### config.mk
export PLATFORM = sky130hd
export DESIGN_NAME = lfsr_gen_flat
export DESIGN_NICKNAME = d
export VERILOG_FILES = /design/src/rtl/lfsr_pkg.sv /design/src/rtl/lfsr_gen_if.sv /design/src/rtl/lfsr_step.sv /design/src/rtl/lfsr_gen.sv /design/src/flat_wrapper.sv
export SDC_FILE = /design/constraint.sdc
export NUM_CORES = 1
export LEC_CHECK = 0
export CAP_MARGIN = 20
export CORE_ASPECT_RATIO = 1.75
export CORE_UTILIZATION = 54
export CTS_CLUSTER_DIAMETER = 100
export DETAILED_ROUTE_END_ITERATION = 6
export PLACE_DENSITY = 0.87
export SLEW_MARGIN = 20
export SYNTH_ARGS = -nofsm -noshare
export SYNTH_HDL_FRONTEND = slang
export SYNTH_SLANG_ARGS = --single-unit
### constraint.sdc
create_clock -name clk -period 2.79 [get_ports clk]
set_input_delay 0.558 -clock clk [delete_from_list [all_inputs] [get_ports clk]]
set_output_delay 0.558 -clock clk [all_outputs]
set_load 0.03 [all_outputs]
### src/rtl/lfsr_pkg.sv
// Shared definitions for the Galois LFSR generator: FSM encoding and the
// constant that replaces an all-zero seed.
package lfsr_pkg;

  typedef enum logic [0:0] {
    IDLE = 1'b0,
    RUN  = 1'b1
  } fsm_state_t;

  // Zero is the one state a Galois LFSR can never leave, so it is never loaded.
  localparam logic [31:0] LOCKUP_SEED = 32'h0000_0001;

endpackage

### src/rtl/lfsr_gen_if.sv
// Control and stream bundle of the LFSR generator. The controller/consumer
// side is the master; lfsr_gen is the slave.
interface lfsr_gen_if #(
  parameter int WIDTH = 16
);

  logic             load;
  logic [WIDTH-1:0] seed;
  logic [WIDTH-1:0] tap;
  logic             out_ready;
  logic             out_valid;
  logic [WIDTH-1:0] out_data;
  logic             wrap;
  logic [WIDTH-1:0] period;
  logic             period_valid;

  modport master (
    output load, seed, tap, out_ready,
    input  out_valid, out_data, wrap, period, period_valid
  );

  modport slave (
    input  load, seed, tap, out_ready,
    output out_valid, out_data, wrap, period, period_valid
  );

endinterface

### src/rtl/lfsr_step.sv
// One Galois LFSR step: shift right and, if the bit shifted out was set,
// toggle the state with the tap mask.
module lfsr_step #(
  parameter int WIDTH = 16
) (
  input  logic [WIDTH-1:0] state,
  input  logic [WIDTH-1:0] tap,
  output logic [WIDTH-1:0] next
);

  assign next = {1'b0, state[WIDTH-1:1]} ^ (state[0] ? tap : {WIDTH{1'b0}});

endmodule

### src/rtl/lfsr_gen.sv
// Galois LFSR stream source with valid/ready output, advancing STEPS steps
// per accepted transfer, and measuring the sequence period up to the first wrap.
module lfsr_gen
  import lfsr_pkg::*;
#(
  parameter int WIDTH = 16,
  parameter int STEPS = 1
) (
  input  logic       clk,
  input  logic       rst,
  lfsr_gen_if.slave  bus
);

  localparam logic [WIDTH-1:0] ONE       = {{(WIDTH-1){1'b0}}, 1'b1};
  localparam logic [WIDTH-1:0] ALL_ONES  = {WIDTH{1'b1}};
  localparam logic [WIDTH-1:0] MSB_TAP   = {1'b1, {(WIDTH-1){1'b0}}};
  localparam logic [WIDTH-1:0] RESET_TAP = {2'b11, {(WIDTH-2){1'b0}}};

  fsm_state_t       fsm_r;
  logic [WIDTH-1:0] state_r;
  logic [WIDTH-1:0] start_r;
  logic [WIDTH-1:0] tap_r;
  logic [WIDTH-1:0] cnt_r;
  logic             valid_r;
  logic             wrap_r;
  logic [WIDTH-1:0] period_r;
  logic             period_valid_r;

  logic [WIDTH-1:0] seed_fix_s;
  logic [WIDTH-1:0] tap_fix_s;
  logic [WIDTH-1:0] cnt_inc_s;
  logic             xfer_s;
  logic [WIDTH-1:0] chain_s [STEPS+1];

  assign seed_fix_s = (bus.seed == {WIDTH{1'b0}}) ? LOCKUP_SEED[WIDTH-1:0] : bus.seed;
  assign tap_fix_s  = bus.tap | MSB_TAP;
  assign cnt_inc_s  = (cnt_r == ALL_ONES) ? ALL_ONES : (cnt_r + ONE);
  assign xfer_s     = valid_r & bus.out_ready;

  // STEPS single-step stages chained so one transfer advances a whole group.
  assign chain_s[0] = state_r;
  for (genvar g = 0; g < STEPS; g++) begin : g_step
    lfsr_step #(.WIDTH(WIDTH)) u_step (
      .state (chain_s[g]),
      .tap   (tap_r),
      .next  (chain_s[g+1])
    );
  end

  // Control FSM, LFSR state, transfer counter and period measurement.
  always_ff @(posedge clk or negedge rst) begin
    if (!rst) begin
      fsm_r          <= IDLE;
      state_r        <= LOCKUP_SEED[WIDTH-1:0];
      start_r        <= LOCKUP_SEED[WIDTH-1:0];
      tap_r          <= RESET_TAP;
      cnt_r          <= {WIDTH{1'b0}};
      valid_r        <= 1'b0;
      wrap_r         <= 1'b0;
      period_r       <= {WIDTH{1'b0}};
      period_valid_r <= 1'b0;
    end else if (bus.load) begin
      // Load wins over a simultaneous transfer: the old word is consumed, the seed replaces it.
      fsm_r          <= RUN;
      state_r        <= seed_fix_s;
      start_r        <= seed_fix_s;
      tap_r          <= tap_fix_s;
      cnt_r          <= {WIDTH{1'b0}};
      valid_r        <= 1'b1;
      wrap_r         <= 1'b0;
      period_r       <= {WIDTH{1'b0}};
      period_valid_r <= 1'b0;
    end else begin
      case (fsm_r)
        IDLE: begin
          valid_r <= 1'b0;
          wrap_r  <= 1'b0;
        end
        RUN: begin
          valid_r <= 1'b1;
          if (xfer_s) begin
            state_r <= chain_s[STEPS];
            cnt_r   <= cnt_inc_s;
            if (chain_s[STEPS] == start_r) begin
              wrap_r <= 1'b1;
              if (!period_valid_r) begin
                period_r       <= cnt_inc_s;
                period_valid_r <= 1'b1;
              end else begin
                period_r       <= period_r;
                period_valid_r <= period_valid_r;
              end
            end else begin
              wrap_r <= 1'b0;
            end
          end else begin
            wrap_r <= 1'b0;
          end
        end
        default: begin
          fsm_r   <= IDLE;
          valid_r <= 1'b0;
          wrap_r  <= 1'b0;
        end
      endcase
    end
  end

  assign bus.out_valid    = valid_r;
  assign bus.out_data     = state_r;
  assign bus.wrap         = wrap_r;
  assign bus.period       = period_r;
  assign bus.period_valid = period_valid_r;

endmodule

### src/flat_wrapper.sv
// flat-port wrapper written by rule: the top's interface ports become plain ports
module lfsr_gen_flat import lfsr_pkg::*;
#(
  parameter int WIDTH = 16,
  parameter int STEPS = 1
)
  (clk, rst, bus_load, bus_seed, bus_tap, bus_out_ready, bus_out_valid, bus_out_data, bus_wrap, bus_period, bus_period_valid);
  lfsr_gen_if #(.WIDTH(WIDTH)) bus_i ();
  input  logic clk;
  input  logic rst;
  input wire logic [$bits(bus_i.load)-1:0] bus_load;
  input wire logic [$bits(bus_i.seed)-1:0] bus_seed;
  input wire logic [$bits(bus_i.tap)-1:0] bus_tap;
  input wire logic [$bits(bus_i.out_ready)-1:0] bus_out_ready;
  output wire logic [$bits(bus_i.out_valid)-1:0] bus_out_valid;
  output wire logic [$bits(bus_i.out_data)-1:0] bus_out_data;
  output wire logic [$bits(bus_i.wrap)-1:0] bus_wrap;
  output wire logic [$bits(bus_i.period)-1:0] bus_period;
  output wire logic [$bits(bus_i.period_valid)-1:0] bus_period_valid;
  assign bus_i.load = bus_load;
  assign bus_i.seed = bus_seed;
  assign bus_i.tap = bus_tap;
  assign bus_i.out_ready = bus_out_ready;
  assign bus_out_valid = bus_i.out_valid;
  assign bus_out_data = bus_i.out_data;
  assign bus_wrap = bus_i.wrap;
  assign bus_period = bus_i.period;
  assign bus_period_valid = bus_i.period_valid;
  lfsr_gen #(.WIDTH(WIDTH), .STEPS(STEPS)) u_core (.clk(clk), .rst(rst), .bus(bus_i));
endmodule
# --- Word-level counts from Yosys, hierarchy flattened ---
# Cells that the tools add are included.
word_totals:
  regBits: 83
  latchBits: 0
  ramBits: 0
  mem_bits_ro: 0
  in_bits: 36
  out_inout_bits: 35
  wordCells: 47
  memories: 0
classes:
  addsub: 1
  multipliers: 0
  n_div: 0
  n_lt_le_gt_ge: 0
  eq_ne: 3
  shifts: 0
  muxes: 24
  bitwise_logic: 3
  n_reduce_logical: 7
op_table:
  columns: ["op", "count"]
  rows:
  - ["16-bit 2-to-1 mux", 14]
  - ["16-bit by 1-bit adder with 16-bit output, second input constant", 1]
  - ["16-bit equality test", 1]
  - ["16-bit equality test, second input constant", 1]
  - ["16-bit zero test", 1]
  - ["15-bit by 16-bit XOR with 16-bit output", 1]
  - ["1-bit 2-to-1 mux", 8]
  - ["2-bit nonzero test", 3]
  - ["1-bit one-hot mux with 2 select lines", 2]
  - ["4-bit AND reduction", 1]
  - ["3-bit AND reduction", 1]
  - ["2-bit inequality test, second input constant", 1]
  - ["2-bit AND reduction", 1]
  - ["1-bit AND", 1]
  - ["1-bit inverter", 1]

# --- Logic depth before layout (Yosys ltp) ---
depth:
  depth_word: 7
  ltp_mapped: 10
  mapped_depth_nobuf: 7

# --- Cells and area by module ---
# Synthesis repeated with hierarchy kept, for this count alone.
hier_totals:
  hier_cells: 456
  area_unflattened_um2: 4498.1
by_module_without_submodules:
  columns: ["mod", "n_inst", "cells_per_inst", "area_each_um2", "seq_area_each_um2"]
  rows:
  - ["lfsr_gen", 1, 423, 4261.6, 2080.7]
  - ["lfsr_step", 1, 33, 236.5, 0.0]

# --- Least setup slack after synthesis ---
# OpenSTA, ideal clock, no wires.
synth_path:
  path_kind: "register to register"
  startpoint: "reg u_core.state_r[0], in the netlist u_core.bus.out_data[0]"
  endpoint: "reg u_core.period_r[6], in the netlist u_core.bus.period[6]"
  setup_time_ns: 0.079
  arrival_ns: 2.418
  required_ns: 2.711
  slack_ns: 0.292
  stages_incl_launch_ff: 11
  n_path_buf: 4
  synth_period_minus_slack_ns: 2.498
  path_cell_list: "dfstp_2 -> buf_6 -> buf_12 -> nand2_4 -> xnor2_1 -> a211o_1 -> or4_1 -> buf_2 -> nor3_4 -> buf_6 -> mux2i_1"
synth_via:
  elab_chain_len: 5
synth_lines:
  columns: ["element", "line_no", "source"]
  rows:
  - ["from (decl)", "lfsr_gen.sv:20", "logic [WIDTH-1:0] state_r;"]
  - ["from (signal assigned)", "lfsr_gen.sv:54", "state_r <= LOCKUP_SEED[WIDTH-1:0];"]
  - ["from (signal assigned)", "lfsr_gen.sv:65", "state_r <= seed_fix_s;"]
  - ["from (signal assigned)", "lfsr_gen.sv:82", "state_r <= chain_s[STEPS];"]
  - ["16-bit 2-to-1 mux", "lfsr_step.sv:11", "assign next = {1'b0, state[WIDTH-1:1]} ^ (state[0] ? tap : {WIDTH{1'b0}});"]
  - ["15-bit by 16-bit XOR with 16-bit output", "lfsr_step.sv:11", null]
  - ["16-bit equality test", "lfsr_gen.sv:84", "if (chain_s[STEPS] == start_r) begin"]
  - ["2-bit nonzero test (no source line)", null, null]
  - ["4-bit AND reduction (no source line)", null, null]
  - ["to (signal assigned)", "lfsr_gen.sv:71", "period_r <= {WIDTH{1'b0}};"]
  - ["to (signal assigned)", "lfsr_gen.sv:87", "period_r <= cnt_inc_s;"]
  - ["to (signal assigned)", "lfsr_gen.sv:90", "period_r <= period_r;"]
  - ["to (decl)", "lfsr_gen.sv:26", "logic [WIDTH-1:0] period_r;"]
# No other way between the ends.
# A chain may end at the register's enable or synchronous reset.

# --- Worst setup path in the final report ---
# Same ends and word-level chain as after synthesis.

==> results.sh <==
export IMPL_placed_cells=602
export IMPL_regArea_mm2=0.00208
export IMPL_use_met2=0.482
export IMPL_relSlewSlack=0.502
export IMPL_grt_use_met1=0.304
export IMPL_layout_drive_gt1_share=0.117
export IMPL_fin_util=0.702
export IMPL_worst_slew_pin_slew_ns=0.748
export IMPL_synthesis_area_mm2=0.00440
export IMPL_die_w_um=70.3
export IMPL_wl_per_cell_um=17.7
export IMPL_met3_usage=0.0548
export IMPL_seq_area_frac_synth=0.473
export IMPL_root_buffer="clkbuf_16"
export IMPL_num_io_pins=71
export IMPL_worst_setup_path_start_kind="flop"
export IMPL_synth_edf_count=0
export IMPL_finalHoldViolCount=0
export IMPL_post_dp_cell_area_mm2=0.00518
export IMPL_ys_top_cells_by_count="dfrtp_1, nand2_1, o21ai_0"
export IMPL_fill_cells=553
export IMPL_fin_crit_sh=0.939
export IMPL_finalSetupViolations=0
export IMPL_multi_input_comb_area_mm2=0.00210
export IMPL_fmax_mhz=382
export IMPL_synth_most_common_cell="dfrtp_1"
export IMPL_maxSlewViolCount=0
export IMPL_yosys_warnings=0
export IMPL_p_leak_uw=0.00229
export IMPL_ys_ff_latch=83
export IMPL_grt_pass1_vias=3849
export IMPL_top_usage_layer="met2"
export IMPL_clkTransAtPathRegs_ns=0.06
export IMPL_maxCapViolCount=0
export IMPL_synth_top_area_share=0.455
export IMPL_gp_congestion=0.971
export IMPL_dpl_hpwl_um=7580
export IMPL_synthArstFlopShare=1.00
export IMPL_grt_overflow=0
export IMPL_start_util=0.557
export IMPL_grt_setup_unrepaired="no"
export IMPL_drt_pass1_iterations=5
export IMPL_ys_types=52
export IMPL_area_delta_synth_final_pct=26.2
export IMPL_worstPathMaxFanout=18
export IMPL_worst_ep_required_time_ns=3.05
export IMPL_insertion_delay_ns=0.34
export IMPL_crit_type="reg2reg"
export IMPL_grt_pass1_wl_um=18200
export IMPL_status="complete, no violations"
export IMPL_vias=3760
export IMPL_min_path_type="in2async"
export IMPL_routed_wl_um=11000
export IMPL_synth_main_ff_cell="dfrtp_1"
export IMPL_avgSynthCellArea_um2=9.61
export IMPL_p_per_area_mw_per_mm2=602
export IMPL_route_detailed_drc=0
export IMPL_place_ws_ns=-0.0908
export IMPL_clkSinkCount=83
export IMPL_arrival_ns=2.88
export IMPL_vdd_drop_max_mv=0.418
export IMPL_yosys_area_top_type="dfrtp_1"
export IMPL_diodes=0
export IMPL_cts_tree="yes"
export IMPL_synthTopCellsByArea="dfrtp_1, o21ai_0, mux2_2, a21oi_1, xor2_1"
export IMPL_finalNonFillerCells=618
export IMPL_fp_dieH_um=121
export IMPL_antenna_found_initial=0
export IMPL_grt_usage=0.275
export IMPL_worst_slack_ns=0.170
export IMPL_dieArea_mm2=0.00853
export IMPL_rows=43
export IMPL_fin_skew_ns=0.00510
export IMPL_stdcell_area_mm2=0.00556
export IMPL_cts_buffers=9
export IMPL_holdWs_ns=0.266
export IMPL_fp_coreArea_mm2=0.00791
export IMPL_cts_buffer_depth=2
export IMPL_ant_nets=0
export IMPL_syn_nets=495
export IMPL_grt_max_degree=92
export IMPL_vias_per_cell=6.08
export IMPL_fin_nets=560
export IMPL_first_iter_violations=336
export IMPL_netlist_instances=458
export IMPL_fin_crit_ns=2.62
export IMPL_post_cts_setup_buffers=0
export IMPL_cts_max_level=3
export IMPL_io_buffers=69
export IMPL_endpoint_kind="flop"
[cell families (layout without fill, tap and decap cells)]
group	count (synthesis)	in the layout	synth area share
compound gates	124	124	0.171
mux	19	19	0.0480
simple gates	140	140	0.157
xor+xnor	40	40	0.0952
flops	83	83	0.473
buf+inv	51	121	0.0526
fa+ha+maj	1	1	0.00284
[worst paths after layout]
path | to | slack (ns) | cells after the start | from
max | u_core.bus.period[6]$_DFFE_PN0P_ | 0.17 | 7 | u_core.bus.out_data[0]$_DFFE_PN1P_
min | u_core.cnt_r[14]$_DFFE_PN0P_ | 0.27 | 1 | rst
max reg2reg | u_core.bus.period[6]$_DFFE_PN0P_ | 0.17 | 7 | u_core.bus.out_data[0]$_DFFE_PN1P_
min reg2reg | u_core.start_r[0]$_DFFE_PN1P_ | 0.49 | 2 | u_core.start_r[0]$_DFFE_PN1P_
max in group asynchronous | u_core.tap_r[9]$_DFFE_PN0P_ | 2.01 | 1 | rst
min in group clk | u_core.start_r[0]$_DFFE_PN1P_ | 0.49 | 2 | u_core.start_r[0]$_DFFE_PN1P_
[worst max-delay path, stage by stage (launching register included)]
cell and delay [ns]:
dfstp_4 0.76, and2_1 0.22, xnor3_1 0.15, nand3_1 0.16, or4_1 0.65, nor3_4 0.18
buf_4 0.22, mux2i_1 0.19
[cell type report]
cell class,instances,share of cell area
clock buffer,12,0.0480
multi-input combinational,324,0.377
clock inverter,4,0.0171
tap,90,0.0203
timing repair buffer,83,0.147
inverter,22,0.0149
sequential,83,0.375
[power breakdown]
group	internal (uW)	switching [uW]	total, uW
Combinational	266	296	561
Sequential	1280	89.7	1370
Clock	946	465	1410
[sequential cells by signal, summed over array words and instances, names as in the netlist]
register,flops
u_core.tap_r,15
u_core.bus.out_valid,1
u_core.bus.period_valid,1
u_core.bus.period,16
u_core.bus.out_data,16
u_core.cnt_r,16
u_core.start_r,16
u_core.bus.wrap,1
u_core.fsm_r,1
[placed cells by master, fill, tap and decap left out, types with 10 or more instances in the layout]
master	n
nand3_1	12
nand4_1	10
mux2_2	17
nor2_1	35
a31oi_1	14
buf_4	12
inv_1	22
xnor2_1	16
xor2_1	19
dfrtp_1	80
clkdlybuf4s50_1	67
nand2_1	44
o21ai_0	41
a21oi_1	34
[per-layer routing]
layer,vias up,part of all wire
met3,34,0.047
met4,0,0.039
met2,146,0.54
li1,1750,-
met1,1830,0.38
met5,-,0
[timing repair]
item                       CTS  global route
setup endpoints to repair   15            16
gates resized for setup      1             2
hold buffers                 0             0
[per-stage QoR]
step	setup TNS, ns	total power, uW
4_1_cts	0	3350
2_1_floorplan	0	1720
5_1_grt	0	3460
6_report	0	3340
3_5_place_dp	-0.638	1940
3_3_place_gp	0	1920
(Power assumes the default switching activity.)
